==> src/rtl/if_fetch_pkg.sv <==
// Shared pipeline package: fetch FSM states and pipeline-wide constants.
// IF/ID and decode use the same bubble instruction defined here.
package if_fetch_pkg;

   localparam int WORD_BITWIDTH_DEFAULT = 32;

   // addi x0,x0,0
   localparam logic [31:0] NOP_INSN = 32'h00000013;

   localparam int PC_INCR = 4;

   typedef enum logic [1:0] {
      S_ISSUE,
      S_WAIT,
      S_HOLD,
      S_DROP
   } fetch_state_t;

endpackage

==> src/rtl/if_fetch.sv <==
// Instruction-fetch stage: owns the PC, keeps one imem read in flight,
// holds the fetched word across stalls and drops stale responses.
module if_fetch #(
   parameter int WORD_BITWIDTH = if_fetch_pkg::WORD_BITWIDTH_DEFAULT,
   parameter logic [WORD_BITWIDTH-1:0] RESET_PC = '0,
   parameter logic [WORD_BITWIDTH-1:0] NOP_INSN =
      WORD_BITWIDTH'(if_fetch_pkg::NOP_INSN)
) (
   input  logic                     clk,
   input  logic                     rst,
   input  logic                     hz_write,
   input  logic                     redirect_valid,
   input  logic [WORD_BITWIDTH-1:0] redirect_pc,
   output logic                     imem_req,
   output logic [WORD_BITWIDTH-1:0] imem_addr,
   input  logic                     imem_rvalid,
   input  logic [WORD_BITWIDTH-1:0] imem_rdata,
   output logic [WORD_BITWIDTH-1:0] pc,
   output logic [WORD_BITWIDTH-1:0] instruction,
   output logic                     fetch_valid
);

   import if_fetch_pkg::*;

   localparam logic [WORD_BITWIDTH-1:0] INCR = WORD_BITWIDTH'(PC_INCR);

   fetch_state_t             state;
   fetch_state_t             state_nxt;
   logic [WORD_BITWIDTH-1:0] pc_reg;
   logic [WORD_BITWIDTH-1:0] pc_nxt;
   logic [WORD_BITWIDTH-1:0] hold_buf;
   logic [WORD_BITWIDTH-1:0] hold_nxt;
   logic [WORD_BITWIDTH-1:0] target;

   // Redirect targets are forced to word alignment.
   assign target = {redirect_pc[WORD_BITWIDTH-1:2], 2'b00};

   // Next-state and output decode; redirect outranks stall and response.
   always_comb begin
      state_nxt   = state;
      pc_nxt      = pc_reg;
      hold_nxt    = hold_buf;
      imem_req    = 1'b0;
      imem_addr   = pc_reg;
      pc          = pc_reg;
      instruction = NOP_INSN;
      fetch_valid = 1'b0;

      if (redirect_valid) begin
         pc_nxt = target;
         unique case (state)
            S_ISSUE: begin
               // This cycle's request still goes out and must be drained.
               imem_req  = 1'b1;
               state_nxt = S_DROP;
            end
            S_WAIT: begin
               state_nxt = imem_rvalid ? S_ISSUE : S_DROP;
            end
            S_HOLD: begin
               state_nxt = S_ISSUE;
            end
            S_DROP: begin
               state_nxt = imem_rvalid ? S_ISSUE : S_DROP;
            end
         endcase
      end else begin
         unique case (state)
            S_ISSUE: begin
               imem_req  = 1'b1;
               state_nxt = S_WAIT;
            end
            S_WAIT: begin
               if (imem_rvalid) begin
                  instruction = imem_rdata;
                  fetch_valid = 1'b1;
                  if (hz_write) begin
                     hold_nxt  = imem_rdata;
                     state_nxt = S_HOLD;
                  end else begin
                     pc_nxt    = pc_reg + INCR;
                     state_nxt = S_ISSUE;
                  end
               end
            end
            S_HOLD: begin
               instruction = hold_buf;
               fetch_valid = 1'b1;
               if (!hz_write) begin
                  pc_nxt    = pc_reg + INCR;
                  state_nxt = S_ISSUE;
               end
            end
            S_DROP: begin
               if (imem_rvalid) begin
                  state_nxt = S_ISSUE;
               end
            end
         endcase
      end

      // Reset parks the FSM in ISSUE; keep the request quiet meanwhile.
      if (rst) begin
         imem_req = 1'b0;
      end
   end

   // State, PC and hold buffer registers.
   always_ff @(posedge clk or posedge rst) begin
      if (rst) begin
         state    <= S_ISSUE;
         pc_reg   <= RESET_PC;
         hold_buf <= '0;
      end else begin
         state    <= state_nxt;
         pc_reg   <= pc_nxt;
         hold_buf <= hold_nxt;
      end
   end

endmodule

==> config.mk <==
export PLATFORM = sky130hd
export DESIGN_NAME = if_fetch
export DESIGN_NICKNAME = d
export VERILOG_FILES = /design/src/rtl/if_fetch_pkg.sv /design/src/rtl/if_fetch.sv
export SDC_FILE = /design/constraint.sdc
export NUM_CORES = 1
export LEC_CHECK = 0
export BUFFER_PORTS_ARGS = -buffer_cell sky130_fd_sc_hd__buf_2
export CORE_MARGIN = 1
export CORE_UTILIZATION = 48
export DETAILED_ROUTE_END_ITERATION = 10
export GPL_TIMING_DRIVEN = 0
export PLACE_DENSITY = 0.81
export SKIP_LAST_GASP = 1
export SYNTH_ARGS = -nofsm -noshare
export SYNTH_HDL_FRONTEND = slang
export SYNTH_SLANG_ARGS = --single-unit
==> constraint.sdc <==
create_clock -name clk -period 3.5 [get_ports clk]
set_clock_uncertainty 0.1 [all_clocks]
set_input_delay 0.525 -clock clk [delete_from_list [all_inputs] [get_ports clk]]
set_output_delay 0.525 -clock clk [all_outputs]
set_load 0.005 [all_outputs]
# ---- Word level (Yosys, flattened, before mapping)
# Index checks and enable logic that the tools add are counted.
dict set report totals {
  reg_bits 66
  in_bits 69
}
dict set report op_classes {
  add_sub_neg 1
  n_eq_ne 6
  n_mux 20
  bitwise 1
  reduce_logical 6
}
# op n
set op_table {}
lappend op_table {{two-way mux 32 bit} 5}
lappend op_table {{case mux 32 bit (2 select lines)} 2}
lappend op_table {{adder 32 x 3 -> 32 bit, second input constant} 1}
lappend op_table {{two-way mux 2 bit} 6}
lappend op_table {{inequality test 3 bit, second input constant} 3}
lappend op_table {{case mux 2 bit (4 select lines)} 1}
lappend op_table {{case mux 2 bit (3 select lines)} 1}
lappend op_table {{== test 2 bit, second input constant} 2}
lappend op_table {{two-way mux 1 bit} 4}
lappend op_table {{AND reduction 4 bit} 1}
lappend op_table {{AND reduction 3 bit} 1}
lappend op_table {{nonzero test 3 bit} 1}
lappend op_table {{== test 2 x 1 -> 1 bit, second input constant} 1}
lappend op_table {{logical NOT 2 bit} 1}
lappend op_table {{case mux 1 bit (2 select lines)} 1}
lappend op_table {{AND reduction 2 bit} 1}
lappend op_table {{OR reduction 2 bit} 1}
lappend op_table {{inverter 1 bit} 1}

# ---- Depth between registers and ports, before layout
dict set report logic_depth {
  ltp_word 5
  mapped_depth 9
  ltp_nobuf 6
}

# ---- Worst setup path before layout
# Ideal clock, no wire load.
dict set report synth_timing {
  path_type {reg2reg}
  startpoint {register state[1]}
  endpoint {register pc_reg[25] (netlist: imem_addr[25])}
  t_arrival_ns 2.310
  setup_slack_ns 1.008
  path_stages_with_launch 10
  synth_period_minus_slack_ns 2.492
  path_cell_list {dfrtp_1 > inv_1 > ha_1 > buf_6 > mux2i_1 > buf_6 > or4_1 > clkbuf_2 > or4_1 > a31oi_1}
}
dict set report synth_via {
  elab_chain_cells 3
  word_cells_on_any_way 7
}
# element line
set synth_rtl {}
lappend synth_rtl {{from (decl)} if_fetch.sv:27} ;# fetch_state_t state;
lappend synth_rtl {{from (signal assigned)} if_fetch.sv:115} ;# state <= state_nxt;
lappend synth_rtl {{== test 2 bit or == test 2 x 1 -> 1 bit (tied branches)} if_fetch.sv:68} ;# unique case (state)
lappend synth_rtl {{case mux 32 bit (2 select lines) (tied with other cells)} if_fetch.sv:68}
lappend synth_rtl {{two-way mux 32 bit or AND reduction 2 bit (tied branches)} n/a}
lappend synth_rtl {{to (signal assigned)} if_fetch.sv:116} ;# pc_reg <= pc_nxt;
lappend synth_rtl {{to (decl)} if_fetch.sv:29} ;# logic [WORD_BITWIDTH-1:0] pc_reg;
# Several ways; a longest one is shown, not always the timed one.
# A chain may end at the register's enable or synchronous reset.

# ---- Worst setup path after layout
dict set report layout_timing {
  startpoint {register state[1]}
  endpoint {output port instruction[11]}
}
dict set report layout_via {
  elab_chain_cells 3
  word_cells_on_any_way 4
}
# element line
set layout_rtl {}
lappend layout_rtl {{== test 2 bit or == test 2 x 1 -> 1 bit (tied branches)} if_fetch.sv:68}
lappend layout_rtl {{case mux 32 bit (2 select lines) (*)} if_fetch.sv:68}
lappend layout_rtl {{two-way mux 32 bit (*)} if_fetch.sv:49} ;# if (redirect_valid) begin
lappend layout_rtl {{to (decl)} if_fetch.sv:19} ;# output logic [WORD_BITWIDTH-1:0] instruction,
# Every way passes the cells marked *; elsewhere a longest branch is shown, timed or not.

==> reports/results.ini <==
[run_status]
status=finished, final reports clean

[layout]
layout.nets=661
drive_above_1_share=0.439
n_antenna_cell=0
syn2layout_area_growth_pct=29.8
layout.area.seq_um2=1600
layout.cells.non_filler=692
fillers=688
multi_input_area_um2=1860

[synth]
synth_compound_area_frac=0.151
synth.area.top_cells=dfrtp_1 (41%), mux2_2 (9.2%), buf_4 (6.5%), a22oi_1 (5.6%), nor2_1 (5.1%)
synth_seq_cells=64
synthAdderAreaFrac=0.0192
synth_common_cells=dfrtp_1 (64), nor2_1 (53), buf_4 (34)
muxShareOfSynthArea=0.0997
syn_avg_cell_area_um2=9.52
yosys_most_used_dff=dfrtp_1
synth.largest_area_cell=dfrtp_1
synth-simple-area-share=0.187
yosysMostFrequentCell=dfrtp_1
synth-edff-count=0
synthXorXnorAreaFrac=0.0157
synth_top_area_share=0.409
synth_cell_types=47
synth_top_family_by_area=simple AND/OR/NAND/NOR gates
synth_cells=411
ys_async_sr_fraction=1.00
ys_seq_area_frac=0.409
synth_warnings=0
synth_area_um2=3910

[critical_path]
crit_type=flop to output port
crit_path_start_kind=flop
cp_cell_sequence=inv_1, ha_1, buf_6, and2_2, clkbuf_1, clkbuf_1, a22oi_1, nor2_1, buf_2
critPathMaxStageDelay_ns=0.44
critPathMostFrequentCell=clkbuf_1
critPathCaptureType=output port
crit_path_max_fanout=10
required_ns=2.87
cp.arrival_ns=2.37
crit_slowest_cell=clkbuf_1

[power]
peakVddDrop_mv=0.311
clock_power_share=0.231
total_power_mw=2.85
leakage_nw=2.40
comb_power_share=0.371
seqPwrFrac=0.398
power_density_nw_per_um2=561
p_sw_frac=0.338
power_switching_mw=0.963
p_int_mw=1.89

[floorplanning]
dieArea_um2=8520
top_level_ports=167
die_y_um=92.3
core_area_um2=7810
die_w_um=92.3
start_util=0.501
rows=32

[global_routing]
track_usage=0.253
antenna_found_initial=0
grt_pass1_wl_um=16900
globalRouteOverflowTotal=0
grt_pass1_vias=3609
grt_max_degree=34

[placement]
gp_congestion=0.874
hpwl_um=7760
io_buffers=160
post-place-ws_ns=0.720
dp_cells=677

[drt]
wl_per_cell_um=15.3
antenna_left=0
routed_wl_um=10600
vias=3848
drt-pass1-iter-count=5
viasPerCell=5.56
drc=0
drtIter0Drc=189

[clock_tree]
cts_setup_buffers=0
insertion_delay_ns=0.34
hold_buffers=0
numCtsBuffers=9
cts_tree=built
htreeDepth=3
cts_buffer_depth=2
clkTransAtPathRegs_ns=0.07
root_buffer=clkbuf_8
ctsResizeCount=0
cts.sinks=64

[timing]
clock.fmax_mhz=334
rsz0062_at_grt=no
period_share=0.855
whs_ns=0.213
setup_viol=0
tightest_slew_ns=0.714
tns_ns=0
hold_viol_final=0
worst_slack_ns=0.509
fin_crit_ns=2.99
slew_viol_final=0
maxSlewHeadroom=0.523

[hold_path]
min-delay-path-class=input port to asynchronous set/reset pin

[run]
drv_cap=0

-- metrics by stage --
stage                util  cell area, um^2
detailed placement  0.624             4870
finish              0.650             5080
global route        0.650             5080
floorplan               -             3930
CTS                 0.650             5080
global placement    0.622             4850
-- critical path, delay by kind of cell (launching register included) --
kind / cells / cell delay [ns]
adders and majority gates: 1 / 0.18
and+or+nand+nor: 2 / 0.27
buffers and inverters: 5 / 1.01
DFF: 1 / 0.43
AOI/OAI and AO/OA: 1 / 0.14
-- path summary, 6_finish.rpt --
check,to,depth (start not counted),slack [ns],startpoint
min in group clk,imem_addr[7],3,0.29,redirect_pc[7]
min,hold_buf[9],2,0.21,rst
max in group asynchronous,imem_addr[16],3,2.47,rst
min reg2reg,hold_buf[3],1,0.41,hold_buf[3]
max,instruction[11],9,0.51,state[1]
max reg2reg,imem_addr[22],8,0.67,state[1]
-- flip-flops by register name, indices dropped and copies added, names as in the netlist --
register,flops
hold_buf,32
state,2
imem_addr,30
-- layer usage --
layer,vias up,track usage,part of all wire
li1,1812,-,-
met1,1840,0.324,0.42
met4,0,0.111,0.022
met2,171,0.431,0.50
met5,-,0,0
met3,25,0.0312,0.059
-- power groups by stage --
stage,logic [mW],registers (mW),clock network [mW]
2_1_floorplan,0.715,1.10,0
3_3_place_gp,1.01,1.12,0
3_5_place_dp,1.05,1.14,0
4_1_cts,1.06,1.13,0.669
5_1_grt,1.19,1.16,0.697
6_report,1.06,1.14,0.658
-- layout make-up --
type,instances,share of cell area
buffer,63,0.0845
clock buffer,12,0.0325
clock inverter,3,0.00788
inverter,8,0.00591
multi-input combinational,279,0.367
sequential,64,0.315
tap,102,0.0251
timing repair buffer,161,0.162
-- cell usage in the layout, fill, tap and decap left out, types with 2 or more instances in the layout --
| cell | instances |
|---|---|
| nor3_1 | 3 |
| xnor2_1 | 7 |
| a21oi_1 | 2 |
| a221o_2 | 3 |
| nand2_1 | 27 |
| or3_1 | 2 |
| nand4_1 | 4 |
| nor4b_1 | 4 |
| conb_1 | 4 |
| buf_2 | 161 |
| buf_6 | 3 |
| clkbuf_1 | 16 |
| o211ai_1 | 4 |
| or4_1 | 19 |
| a31oi_1 | 17 |
| dfrtp_1 | 64 |
| buf_4 | 34 |
| clkinv_2 | 2 |
| dlygate4sd1_1 | 2 |
| a22oi_1 | 29 |
| ha_1 | 6 |
| nor2_1 | 53 |
| nand2b_1 | 3 |
| mux2_2 | 32 |
| and4_1 | 2 |
| mux2i_1 | 3 |
| o21ai_0 | 12 |
| clkbuf_8 | 15 |
| nand3_1 | 15 |
| o31ai_1 | 13 |
| inv_1 | 7 |
| buf_1 | 3 |
-- cells by family after synthesis --
family / Yosys count
other: 1
buffers and inverters: 71
DFF: 64
and+or+nand+nor: 143
xor gates and xnor gates: 7
adders and majority gates: 6
AOI/OAI and AO/OA: 84
muxes: 35
Note: power is estimated with default switching activity, not from simulation.
